[src/rtl/router_pkg.sv]
// Shared router types and header field positions.
// Header byte layout: [7:2] payload length, [1:0] destination port.
package router_pkg;

  localparam int HDR_LEN_MSB = 7;
  localparam int HDR_LEN_LSB = 2;
  localparam int HDR_ADDR_W  = 2;
  localparam int MAX_PAYLOAD = 63;

  typedef enum logic [2:0] {IDLE, WAIT, HREQ, HCAP, BODY} rx_state_t;

  typedef logic [HDR_LEN_MSB-HDR_LEN_LSB:0] len_t;
  // Sized to hold the largest body: MAX_PAYLOAD payload bytes plus the parity byte.
  typedef logic [$clog2(MAX_PAYLOAD+2)-1:0] cnt_t;

endpackage

[src/rtl/router_pkt_receiver_if.sv]
// FIFO read-side bundle between one router output FIFO (master) and its receiver (slave).
interface router_pkt_receiver_if;
  logic       vld_out;
  logic [7:0] fifo_data;
  logic       fifo_soft_rst;
  logic       read_enb;

  modport master (output vld_out, output fifo_data, output fifo_soft_rst, input read_enb);
  modport slave  (input vld_out, input fifo_data, input fifo_soft_rst, output read_enb);
endinterface

[src/rtl/router_rx_stats.sv]
// Saturating packet and error counters for one receiver port.
module router_rx_stats #(
  parameter int CNT_W = 16
) (
  input  logic             clock,
  input  logic             resetn,
  input  logic             done,
  input  logic             err,
  input  logic             abort,
  output logic [CNT_W-1:0] pkt_count,
  output logic [CNT_W-1:0] err_count
);

  always_ff @(posedge clock) begin
    if (!resetn) begin
      pkt_count <= '0;
      err_count <= '0;
    end else begin
      if (done && (pkt_count != '1))
        pkt_count <= pkt_count + 1'b1;
      if ((err || abort) && (err_count != '1))
        err_count <= err_count + 1'b1;
    end
  end

endmodule

[src/rtl/router_pkt_receiver.sv]
// Drains one router output FIFO, parsing header/payload/parity into a tagged byte stream.
// FIFO data arrives one cycle after each read; the byte is registered out the cycle after that.
module router_pkt_receiver
  import router_pkg::*;
#(
  parameter logic [HDR_ADDR_W-1:0] PORT_ID     = 2'd0,
  parameter int                    START_DELAY = 0,
  parameter int                    CNT_W       = 16
) (
  input  logic                 clock,
  input  logic                 resetn,
  router_pkt_receiver_if.slave fifo,
  output logic [7:0]           out_data,
  output logic                 out_valid,
  output logic                 out_sop,
  output logic                 out_eop,
  output logic                 pkt_done,
  output logic                 parity_err,
  output logic                 addr_err,
  output logic                 pkt_abort,
  output len_t                 pkt_len,
  output logic [CNT_W-1:0]     pkt_count,
  output logic [CNT_W-1:0]     err_count
);

  localparam logic [4:0] WAIT_LAST = 5'((START_DELAY > 0) ? START_DELAY - 1 : 0);

  rx_state_t             state;
  logic [4:0]            wcnt;
  logic                  rd_pend;
  logic [HDR_ADDR_W-1:0] addr;
  logic [7:0]            parity;
  cnt_t                  remaining;
  cnt_t                  issued;
  cnt_t                  rcvd;

  logic rd_req;
  logic abort_ev;
  logic last_ev;
  logic par_bad;
  logic adr_bad;

  always_comb begin
    rd_req = 1'b0;
    case (state)
      HREQ:    rd_req = 1'b1;
      BODY:    rd_req = (issued < remaining);
      default: rd_req = 1'b0;
    endcase
    abort_ev = fifo.fifo_soft_rst && (state != IDLE);
    last_ev  = (state == BODY) && rd_pend && ((rcvd + cnt_t'(1)) == remaining) && !abort_ev;
    par_bad  = (fifo.fifo_data != parity);
    adr_bad  = (addr != PORT_ID);
  end

  // A flush kills the request in the same cycle so no byte is popped from the emptied FIFO.
  assign fifo.read_enb = rd_req && fifo.vld_out && !abort_ev;

  always_ff @(posedge clock) begin
    if (!resetn) begin
      state      <= IDLE;
      wcnt       <= '0;
      rd_pend    <= 1'b0;
      addr       <= '0;
      parity     <= '0;
      remaining  <= '0;
      issued     <= '0;
      rcvd       <= '0;
      out_data   <= '0;
      out_valid  <= 1'b0;
      out_sop    <= 1'b0;
      out_eop    <= 1'b0;
      pkt_done   <= 1'b0;
      parity_err <= 1'b0;
      addr_err   <= 1'b0;
      pkt_abort  <= 1'b0;
      pkt_len    <= '0;
    end else begin
      out_valid  <= 1'b0;
      out_sop    <= 1'b0;
      out_eop    <= 1'b0;
      pkt_done   <= 1'b0;
      parity_err <= 1'b0;
      addr_err   <= 1'b0;
      pkt_abort  <= 1'b0;
      rd_pend    <= fifo.read_enb;
      if (abort_ev) begin
        state     <= IDLE;
        pkt_abort <= 1'b1;
      end else begin
        case (state)
          IDLE: begin
            wcnt <= '0;
            if (fifo.vld_out)
              state <= (START_DELAY > 0) ? WAIT : HREQ;
          end
          WAIT: begin
            if (wcnt == WAIT_LAST)
              state <= HREQ;
            else
              wcnt <= wcnt + 1'b1;
          end
          HREQ: begin
            if (fifo.read_enb)
              state <= HCAP;
          end
          HCAP: begin
            out_valid <= 1'b1;
            out_sop   <= 1'b1;
            out_data  <= fifo.fifo_data;
            pkt_len   <= fifo.fifo_data[HDR_LEN_MSB:HDR_LEN_LSB];
            addr      <= fifo.fifo_data[HDR_ADDR_W-1:0];
            parity    <= fifo.fifo_data;
            remaining <= cnt_t'(fifo.fifo_data[HDR_LEN_MSB:HDR_LEN_LSB]) + cnt_t'(1);
            issued    <= '0;
            rcvd      <= '0;
            state     <= BODY;
          end
          BODY: begin
            if (fifo.read_enb)
              issued <= issued + cnt_t'(1);
            if (rd_pend) begin
              out_valid <= 1'b1;
              out_data  <= fifo.fifo_data;
              rcvd      <= rcvd + cnt_t'(1);
              if (last_ev) begin
                out_eop    <= 1'b1;
                pkt_done   <= 1'b1;
                parity_err <= par_bad;
                addr_err   <= adr_bad;
                state      <= IDLE;
              end else begin
                parity <= parity ^ fifo.fifo_data;
              end
            end
          end
          default: state <= IDLE;
        endcase
      end
    end
  end

  router_rx_stats #(.CNT_W(CNT_W)) u_stats (
    .clock     (clock),
    .resetn    (resetn),
    .done      (last_ev),
    .err       (last_ev && (par_bad || adr_bad)),
    .abort     (abort_ev),
    .pkt_count (pkt_count),
    .err_count (err_count)
  );

endmodule

[src/flat_wrapper.sv]
// flat-port wrapper written by rule: the top's interface ports become plain ports
module router_pkt_receiver_flat import router_pkg::*;
#(
  parameter logic [HDR_ADDR_W-1:0] PORT_ID     = 2'd0,
  parameter int                    START_DELAY = 0,
  parameter int                    CNT_W       = 16
)
  (clock, resetn, out_data, out_valid, out_sop, out_eop, pkt_done, parity_err, addr_err, pkt_abort, pkt_len, pkt_count, err_count, fifo_vld_out, fifo_fifo_data, fifo_fifo_soft_rst, fifo_read_enb);
  router_pkt_receiver_if fifo_i ();
  input  logic clock;
  input  logic resetn;
  output logic [7:0] out_data;
  output logic out_valid;
  output logic out_sop;
  output logic out_eop;
  output logic pkt_done;
  output logic parity_err;
  output logic addr_err;
  output logic pkt_abort;
  output len_t pkt_len;
  output logic [CNT_W-1:0] pkt_count;
  output logic [CNT_W-1:0] err_count;
  input wire logic [$bits(fifo_i.vld_out)-1:0] fifo_vld_out;
  input wire logic [$bits(fifo_i.fifo_data)-1:0] fifo_fifo_data;
  input wire logic [$bits(fifo_i.fifo_soft_rst)-1:0] fifo_fifo_soft_rst;
  output wire logic [$bits(fifo_i.read_enb)-1:0] fifo_read_enb;
  assign fifo_i.vld_out = fifo_vld_out;
  assign fifo_i.fifo_data = fifo_fifo_data;
  assign fifo_i.fifo_soft_rst = fifo_fifo_soft_rst;
  assign fifo_read_enb = fifo_i.read_enb;
  router_pkt_receiver #(.PORT_ID(PORT_ID), .START_DELAY(START_DELAY), .CNT_W(CNT_W)) u_core (.clock(clock), .resetn(resetn), .fifo(fifo_i), .out_data(out_data), .out_valid(out_valid), .out_sop(out_sop), .out_eop(out_eop), .pkt_done(pkt_done), .parity_err(parity_err), .addr_err(addr_err), .pkt_abort(pkt_abort), .pkt_len(pkt_len), .pkt_count(pkt_count), .err_count(err_count));
endmodule
[config.mk]
export PLATFORM = sky130hd
export DESIGN_NAME = router_pkt_receiver_flat
export DESIGN_NICKNAME = d
export VERILOG_FILES = /design/src/rtl/router_pkg.sv /design/src/rtl/router_pkt_receiver_if.sv /design/src/rtl/router_rx_stats.sv /design/src/rtl/router_pkt_receiver.sv /design/src/flat_wrapper.sv
export SDC_FILE = /design/constraint.sdc
export NUM_CORES = 1
export LEC_CHECK = 0
export BUFFER_PORTS_ARGS = -buffer_cell sky130_fd_sc_hd__buf_2
export CAP_MARGIN = 20
export CORE_MARGIN = 3
export CORE_UTILIZATION = 50
export DETAILED_ROUTE_END_ITERATION = 12
export PLACE_DENSITY = 0.69
export RECOVER_POWER = 50
export SLEW_MARGIN = 10
export SYNTH_ARGS = -nofsm -noshare
export SYNTH_HDL_FRONTEND = slang
export SYNTH_SLANG_ARGS = --single-unit
[constraint.sdc]
create_clock -name clock -period 3.03 [get_ports clock]
set_clock_uncertainty 0.05 [all_clocks]
set_input_delay 0.606 -clock clock [delete_from_list [all_inputs] [get_ports clock]]
set_output_delay 0.606 -clock clock [all_outputs]
set_load 0.01 [all_outputs]
==> results of run 1 <==
## where the power goes
part           total (µW)  internal [µW]  leakage [µW]  switching, µW
clock                1040            581      0.000129            458
sequential           1220           1210      0.000741           8.14
combinational         107           33.4      0.000953           73.7
total                2370           1830       0.00182            540
## path summary, 6_finish.rpt
path | slack [ns] | end | cells past startpoint
hold / removal | 0.41 | u_core.out_data[0] | 2
hold reg to reg | 0.41 | u_core.out_data[0] | 2
setup reg to reg | 0.29 | u_core.u_stats.err_count[5] | 9
setup / recovery | 0.24 | u_core.remaining[2] | 4
## per-layer routing
metal  part of all wire  up-vias  track usage
met2               0.47      115        0.353
met4              0.012        0       0.0585
li1                   -     2128            -
met3              0.049       14       0.0539
met1               0.47     1959        0.292
met5                  0        -            0
## sequential cells by signal (all words and copies together) (netlist names), 5 cells and up
register and cells:
u_core.pkt_len 6, u_core.out_data 8, u_core.remaining 7, u_core.u_stats.pkt_count 16
u_core.u_stats.err_count 16, u_core.wcnt 5, u_core.issued 7, u_core.rcvd 7
u_core.parity 8
## cell usage after synthesis (2+ instances only)
cell	n	area [µm²]
a21oi_1	47	235
nand2_1	63	236
a31oi_1	10	62.6
o211ai_1	3	22.5
nor4_1	9	56.3
nor2_1	64	240
a31o_2	3	26.3
nor2b_1	5	31.3
nand3b_1	8	60.1
a211oi_2	2	25.0
buf_2	2	10.0
xnor2_1	20	175
or3_1	9	56.3
and2_1	2	12.5
nand3_1	38	190
o21ai_0	25	125
nand4_1	12	75.1
inv_1	18	67.6
dfxtp_1	92	1840
or4_1	3	22.5
nor3b_1	3	22.5
ha_1	13	163
and4_1	3	26.3
nor3_1	14	70.1
and3_1	13	81.3
xor2_1	19	166
mux2i_1	7	70.1
buf_4	4	30.0
nand2b_1	9	56.3
o31ai_1	5	37.5
a21o_1	3	22.5
o2111ai_1	2	17.5
clkbuf_1	25	93.8
a211oi_1	5	37.5
## repair_timing
action	in CTS	in global routing
gates resized for setup	0	1
endpoints found under the setup margin	0	2
setup buffers	0	0
## stage by stage
step	power [µW]	instances	hold slack [ns]
global route	2450	745	0.431
CTS	2390	745	0.412
floorplan	1320	575	0.386
global placement	1360	729	0.387
detailed placement	1360	729	0.391
finish	2370	745	0.410
## logic make-up after synthesis
| kind of cell | share of synthesized area |
|---|---|
| muxes | 0.0152 |
| buffers and inverters | 0.0489 |
| AOI/OAI and AO/OA | 0.147 |
| and+or+nand+nor | 0.280 |
| xor gates and xnor gates | 0.0741 |
| DFF | 0.400 |
| adders and majority gates | 0.0353 |
## worst register-to-register path: cells and delay by family (launching register included)
family                   cells  cell delay (ns)
flip-flops                   1             0.43
AND/OR/NAND/NOR              4             1.09
adder cells (fa/ha/maj)      1             0.30
multiplexers                 1             0.17
buffers and inverters        1             0.20
AO/OA/AOI/OAI                2             0.43
## layout make-up
| class | count | area, µm² |
|---|---|---|
| clock buffers | 10 | 138 |
| clock inverters | 6 | 119 |
| fillers | 856 | 3630 |
| inverters | 19 | 71.3 |
| multi-input cells | 430 | 2550 |
| flip-flops and latches | 92 | 1840 |
| well taps | 108 | 135 |
| repair buffers | 80 | 363 |
==> impl_metrics.ini, run 1 <==
[grt]
antenna_found_initial = 0
grt_max_degree = 28
globalRouteOverflowTotal = 0
grt_pass1_vias = 3835
grt_pass1_wl_mm = 18.2
grtUsageTotal = 0.218

[timing]
final_max_slew_viol_count = 0
max-slew-margin-rel = 0.220
rsz0062_at_grt = no
setup_viol_count_final = 0
min_period_ns = 2.79
tightest_slew_ns = 1.17
fin_crit_sh = 0.921
setup_tns_ns = 0
fin_ws_ns = 0.240
max_freq_mhz = 358
hold_viol_final = 0

[cts]
cts_root_buffer = clkbuf_8
postCtsHoldBufs = 0
cts_buffers = 9
clk_pin_slew_ns = 0.10
cts_tree = yes
clockBufferDepth = 2
clk_latency_ns = 0.36
cts_sinks = 92
cts_max_level = 3

[synth]
synth_seq_cells = 92
synth_warnings = 0
synth_cell_types = 49
syn_nets = 600
synth_edf_count = 0
yosysSeqAreaShare = 0.400
async_flop_share = 0
ys.flop_type = dfxtp_1
avgSynthCellArea_um2 = 8.01
synth_cells = 575
synthesis.area_mm2 = 0.00461

[min_path]
worst_hold_path_type = reg2reg
min-delay-start = u_core.out_data[0]

[worst_setup_path]
startpoint_type = input port
end_kind = flip-flop
cp_num_buf_inv = 3
startpoint = resetn
crit_family = buffers and inverters
criticalPathCategory = in2reg
cp.required_ns = 3.24
critical_path.cell_chain = clkbuf_1, inv_1, clkbuf_1, a211oi_1
slowest_stage = clkbuf_1
r2r_start = u_core.rcvd[0]
arrival_ns = 3.00
cpMostUsedCell = clkbuf_1
cpPeakStageDelay_ns = 0.73
critPathMaxFanout = 26

[floorplan]
io_pins = 66
die_w_um = 102
rows = 34
fp.coreArea_mm2 = 0.00885
die-area_mm2 = 0.0104
die_h_um = 102
start_util = 0.521

[run_status]
outcome = complete, no violations

[place]
dp_hpwl_mm = 7.81
dpl_cell_area_mm2 = 0.00503
preCtsSetupSlack_ns = 0.204
port-buffer-count = 65
routabilityCongestion = 0.837

[drt]
vias = 4216
via_per_inst = 5.66
antenna_left = 0
routed_wirelength_mm = 11.1
drt_iter0_markers = 211
route.detailed.drc = 0
drtPass1Iterations = 5
post_drt_wl_per_cell_um = 14.9

[layout]
syn_to_final_growth_pct = 13.2
final_cell_mix = 92 x dfxtp_1, 64 x nor2_1, 63 x nand2_1, 56 x clkbuf_1, 47 x a21oi_1
layout.cells.most_common = dfxtp_1
final_cell_area_mm2 = 0.00522
finalCoreUtilization = 0.589
antennaDiodeCount = 0
drive_gt1_frac = 0.0785
fin_nets = 657

[job]
max_cap_violations = 0

[power_and_ir_drop]
ir_drop_mv = 0.401
p_leak_uw = 0.00182
power_density_mw_per_mm2 = 454
(Power assumes the default switching activity.)
==> inputs of run 2 (changes only) <==
==> constraint.sdc (replaced) <==
create_clock -name clock -period 3.52 [get_ports clock]
set_clock_uncertainty 0.05 [all_clocks]
set_input_delay 0.704 -clock clock [delete_from_list [all_inputs] [get_ports clock]]
set_output_delay 0.704 -clock clock [all_outputs]
set_load 0.01 [all_outputs]
==> impl_metrics.ini, run 2 (synthesized netlist as in run 1, its figures left out) <==
[run_status]
outcome = complete, but fails checks
violations = max-capacitance violations, max-slew violations

[cts]
postCtsHoldBufs = 0
cts_tree = yes
cts_root_buffer = clkbuf_8
post_cts_resized = 0
clk_pin_slew_ns = 0.09
cts_sinks = 92
clk_latency_ns = 0.35
cts_buffers = 9
postCtsSetupBuffers = 0
clockBufferDepth = 2
cts_max_level = 3

[layout]
final_cell_area_mm2 = 0.00510
biggestRegsByFlops = u_core.u_stats.err_count (16), u_core.u_stats.pkt_count (16)
final_cell_mix = 92 x dfxtp_1, 64 x nor2_1, 63 x nand2_1, 55 x clkbuf_1, 47 x a21oi_1
antennaDiodeCount = 0
layout.cells.most_common = dfxtp_1
drive_gt1_frac = 0.0684
fin_nets = 649
syn_to_final_growth_pct = 10.6

[floorplan]
rows = 34
fp.coreArea_mm2 = 0.00885
die_w_um = 102
io_pins = 66
die-area_mm2 = 0.0104
die_h_um = 102
start_util = 0.521

[timing]
max-slew-margin-rel = -0.123
setup_viol_count_final = 0
hold_viol_final = 0
min_period_ns = 3.07
rsz0062_at_grt = no
max_freq_mhz = 326
final_max_slew_viol_count = 52
fin_crit_sh = 0.871
tightest_slew_ns = 1.68
setup_tns_ns = 0

[worst_setup_path]
critPathMaxFanout = 51
arrival_ns = 3.29
criticalPathCategory = in2reg
startpoint_type = input port
end_kind = flip-flop
cp.required_ns = 3.74

[grt]
grtUsageTotal = 0.214
grt_max_degree = 52
grt_pass1_wl_mm = 18.2
grt_pass1_vias = 3740
globalRouteOverflowTotal = 0
antenna_found_initial = 0

[drt]
routed_wirelength_mm = 10.8
via_per_inst = 5.67
met3_length_um = 526
vias = 4176
topRoutingLayerUsed = met4
route.detailed.drc = 0
antenna_left = 0
wl_met1_mm = 5.04
drt_iter0_markers = 221
drtPass1Iterations = 4
post_drt_wl_per_cell_um = 14.6
wl_met2_mm = 5.07

[min_path]
worst_hold_path_type = reg2reg

[power_and_ir_drop]
ir_drop_mv = 0.202
power_density_mw_per_mm2 = 365
p_leak_uw = 0.00176

[job]
max_cap_violations = 1

[place]
dpl_cell_area_mm2 = 0.00497
port-buffer-count = 65
routabilityCongestion = 0.868
dp_hpwl_mm = 7.74
-- run 2: cell types whose count changed in the layout (fill, tap and decap cells not counted), sizes merged --
| cell | before | now |
|---|---|---|
| clkinvlp | 0 | 1 |
| inv | 21 | 22 |
| buf | 24 | 17 |
| clkbuf | 66 | 65 |
| bufinv | 3 | 1 |
-- run 2: path summary, 6_finish.rpt --
check | start | end | slack, ns | cells past startpoint
setup / recovery | resetn | u_core.parity[5] | 0.45 | 4
hold reg to reg | u_core.out_data[1] | u_core.out_data[1] | 0.41 | 2
setup reg to reg | u_core.rcvd[0] | u_core.u_stats.err_count[5] | 0.46 | 8
hold / removal | u_core.out_data[1] | u_core.out_data[1] | 0.41 | 2
-- run 2: where the power goes --
| group | internal [µW] | switching, µW | total [µW] |
|---|---|---|---|
| clock | 338 | 379 | 717 |
| combinational | 27.0 | 62.6 | 89.6 |
| sequential | 1050 | 6.97 | 1050 |
-- run 2: critical path, stage by stage --
cell and delay (ns):
clkbuf_1 0.72, inv_1 1.05, clkbuf_2 0.55, a31oi_1 0.24
-- run 2: area by class of cell --
cell class	count	area, µm²
fillers	884	3750
multi-input cells	430	2540
inverters	19	71.3
well taps	108	135
clock inverters	6	71.3
repair buffers	72	308
flip-flops and latches	92	1840
clock buffers	10	128
-- run 2: stage by stage --
step | instances | hold WS (ns) | setup slack (ns) | utilization | power [µW]
global route | 737 | 0.436 | 0.143 | 0.576 | 1930
global placement | 721 | 0.388 | 0.490 | 0.561 | 1170
finish | 737 | 0.413 | 0.453 | 0.576 | 1860
CTS | 737 | 0.411 | 0.458 | 0.584 | 1880
detailed placement | 721 | 0.398 | 0.410 | 0.561 | 1170
floorplan | 575 | 0.386 | 1.05 | - | 1140
-- run 2: routing by layer --
layer,up-vias,global-route usage
met5,-,0
met4,0,0.0585
met3,17,0.0457
met2,86,0.350
met1,1960,0.286
li1,2113,-
==> inputs of run 3 (changes only) <==
--- a/config.mk
+++ b/config.mk
@@ -9,6 +9,7 @@
 export CAP_MARGIN = 20
 export CORE_MARGIN = 3
 export CORE_UTILIZATION = 50
+export CTS_BUF_LIST = sky130_fd_sc_hd__clkbuf_8 sky130_fd_sc_hd__clkbuf_16
 export DETAILED_ROUTE_END_ITERATION = 12
 export PLACE_DENSITY = 0.69
 export RECOVER_POWER = 50
==> impl_metrics.ini, run 3 (synthesized netlist as in run 1, its figures left out) <==
[grt]
gr-usage-met3 = 0.0457
grt_pass1_wl_mm = 18.2
grt_util_met1 = 0.286
grt_pass1_vias = 3740
grtUsageTotal = 0.214
grt_use_met2 = 0.350
globalRouteOverflowTotal = 0
grt_max_degree = 52
antenna_found_initial = 0
top_usage_layer = met2

[timing]
rsz0062_at_grt = no
max-slew-margin-rel = -0.0802
fin_crit_sh = 0.869
setup_viol_count_final = 0
setup_tns_ns = 0
final_max_slew_viol_count = 52
min_period_ns = 3.06
hold_viol_final = 0
tightest_slew_ns = 1.62
whs_ns = 0.412
max_freq_mhz = 327

[layout]
final-seq-area_mm2 = 0.00184
fin_nets = 649
antennaDiodeCount = 0
multi_input_area_mm2 = 0.00254
layout.cells.most_common = dfxtp_1
biggestRegsByFlops = u_core.u_stats.err_count (16), u_core.u_stats.pkt_count (16)
syn_to_final_growth_pct = 10.6
drive_gt1_frac = 0.0684
finalCoreUtilization = 0.576
final_cell_mix = 92 x dfxtp_1, 64 x nor2_1, 63 x nand2_1, 54 x clkbuf_1, 47 x a21oi_1
fillers = 884

[cts]
postCtsSetupBuffers = 0
cts_root_buffer = clkbuf_8
postCtsHoldBufs = 0
cts_buffers = 9
post_cts_resized = 0
clk_latency_ns = 0.35
cts_sinks = 92
clk_pin_slew_ns = 0.10
cts_max_level = 3
clockBufferDepth = 2
cts_tree = yes

[power_and_ir_drop]
seqPwrFrac = 0.568
clockPowerShare = 0.384
power_switching_uw = 447
ir_drop_mv = 0.203
power.internal_uw = 1410
p_comb_frac = 0.048
total_power_uw = 1850
p_leak_uw = 0.00177
p_sw_frac = 0.241
power_density_mw_per_mm2 = 364

[floorplan]
io_pins = 66
fp.coreArea_mm2 = 0.00885
rows = 34
die_w_um = 102
die_h_um = 102
die-area_mm2 = 0.0104
start_util = 0.521

[drt]
drt_iter0_markers = 221
post_drt_wl_per_cell_um = 14.6
routed_wirelength_mm = 10.8
vias = 4166
route.detailed.drc = 0
antenna_left = 0
drtPass1Iterations = 5
via_per_inst = 5.65

[place]
dp_hpwl_mm = 7.74
port-buffer-count = 65
routabilityCongestion = 0.868

[min_path]
worst_hold_path_type = reg2reg

[worst_setup_path]
critPathMaxFanout = 12
reg2reg_slack_ns = 0.46
cp.required_ns = 3.74
criticalPathCategory = reg2reg
startpoint_type = flip-flop
end_kind = flip-flop
arrival_ns = 3.28

[run_status]
outcome = complete, but fails checks
violations = max-capacitance violations, max-slew violations

[job]
max_cap_violations = 1
[run 3: changes by cell type in the layout (fill, tap and decap cells not counted)]
cell / change
clkbuf_1: -1
inv_1: +1
[run 3: worst max-delay path: stages, from the launching register on]
cell and delay [ns]:
dfxtp_1 0.43, ha_1 0.31, nand3_4 0.11, or3_1 0.40
a211oi_2 0.31, a41oi_2 0.37, nor3b_2 0.52, and3_1 0.25
mux2i_1 0.22
[run 3: power groups by stage]
| stage | clock, µW | sequential (µW) | combinational, µW |
|---|---|---|---|
| after floorplan | 0 | 1070 | 65.6 |
| after global placement | 0 | 1080 | 89.7 |
| after detailed placement | 0 | 1080 | 90.5 |
| after CTS | 732 | 1050 | 90.9 |
| after global routing | 773 | 1050 | 101 |
| final | 713 | 1050 | 89.1 |
[run 3: path summary, 6_finish.rpt]
kind / from / to / cells past startpoint
setup / recovery: u_core.rcvd[0] / u_core.u_stats.err_count[5] / 8
hold reg to reg: u_core.out_data[1] / u_core.out_data[1] / 2
hold / removal: u_core.out_data[1] / u_core.out_data[1] / 2
setup reg to reg: u_core.rcvd[0] / u_core.u_stats.err_count[5] / 8
[run 3: cell type report]
type | instances | area share
multi-input combinational | 430 | 0.499
tap | 108 | 0.0265
sequential | 92 | 0.361
clock inverter | 7 | 0.0147
inverter | 19 | 0.0140
timing repair buffer | 72 | 0.0604
clock buffer | 9 | 0.0243
[run 3: per-layer routing]
| layer | share of wire | vias to the layer above | wire length, µm |
|---|---|---|---|
| met3 | 0.043 | 17 | 464 |
| met4 | 0.015 | 0 | 160 |
| met5 | 0 | - | 0 |
| met2 | 0.48 | 76 | 5170 |
| met1 | 0.46 | 1960 | 4970 |
| li1 | - | 2113 | - |
[run 3: stage by stage]
stage | setup slack, ns | instance area, µm² | instances
after floorplan | 1.05 | 4610 | 575
after global placement | 0.490 | 4970 | 721
after detailed placement | 0.410 | 4970 | 721
after CTS | 0.458 | 5170 | 737
after global routing | 0.143 | 5100 | 737
final | 0.460 | 5100 | 737
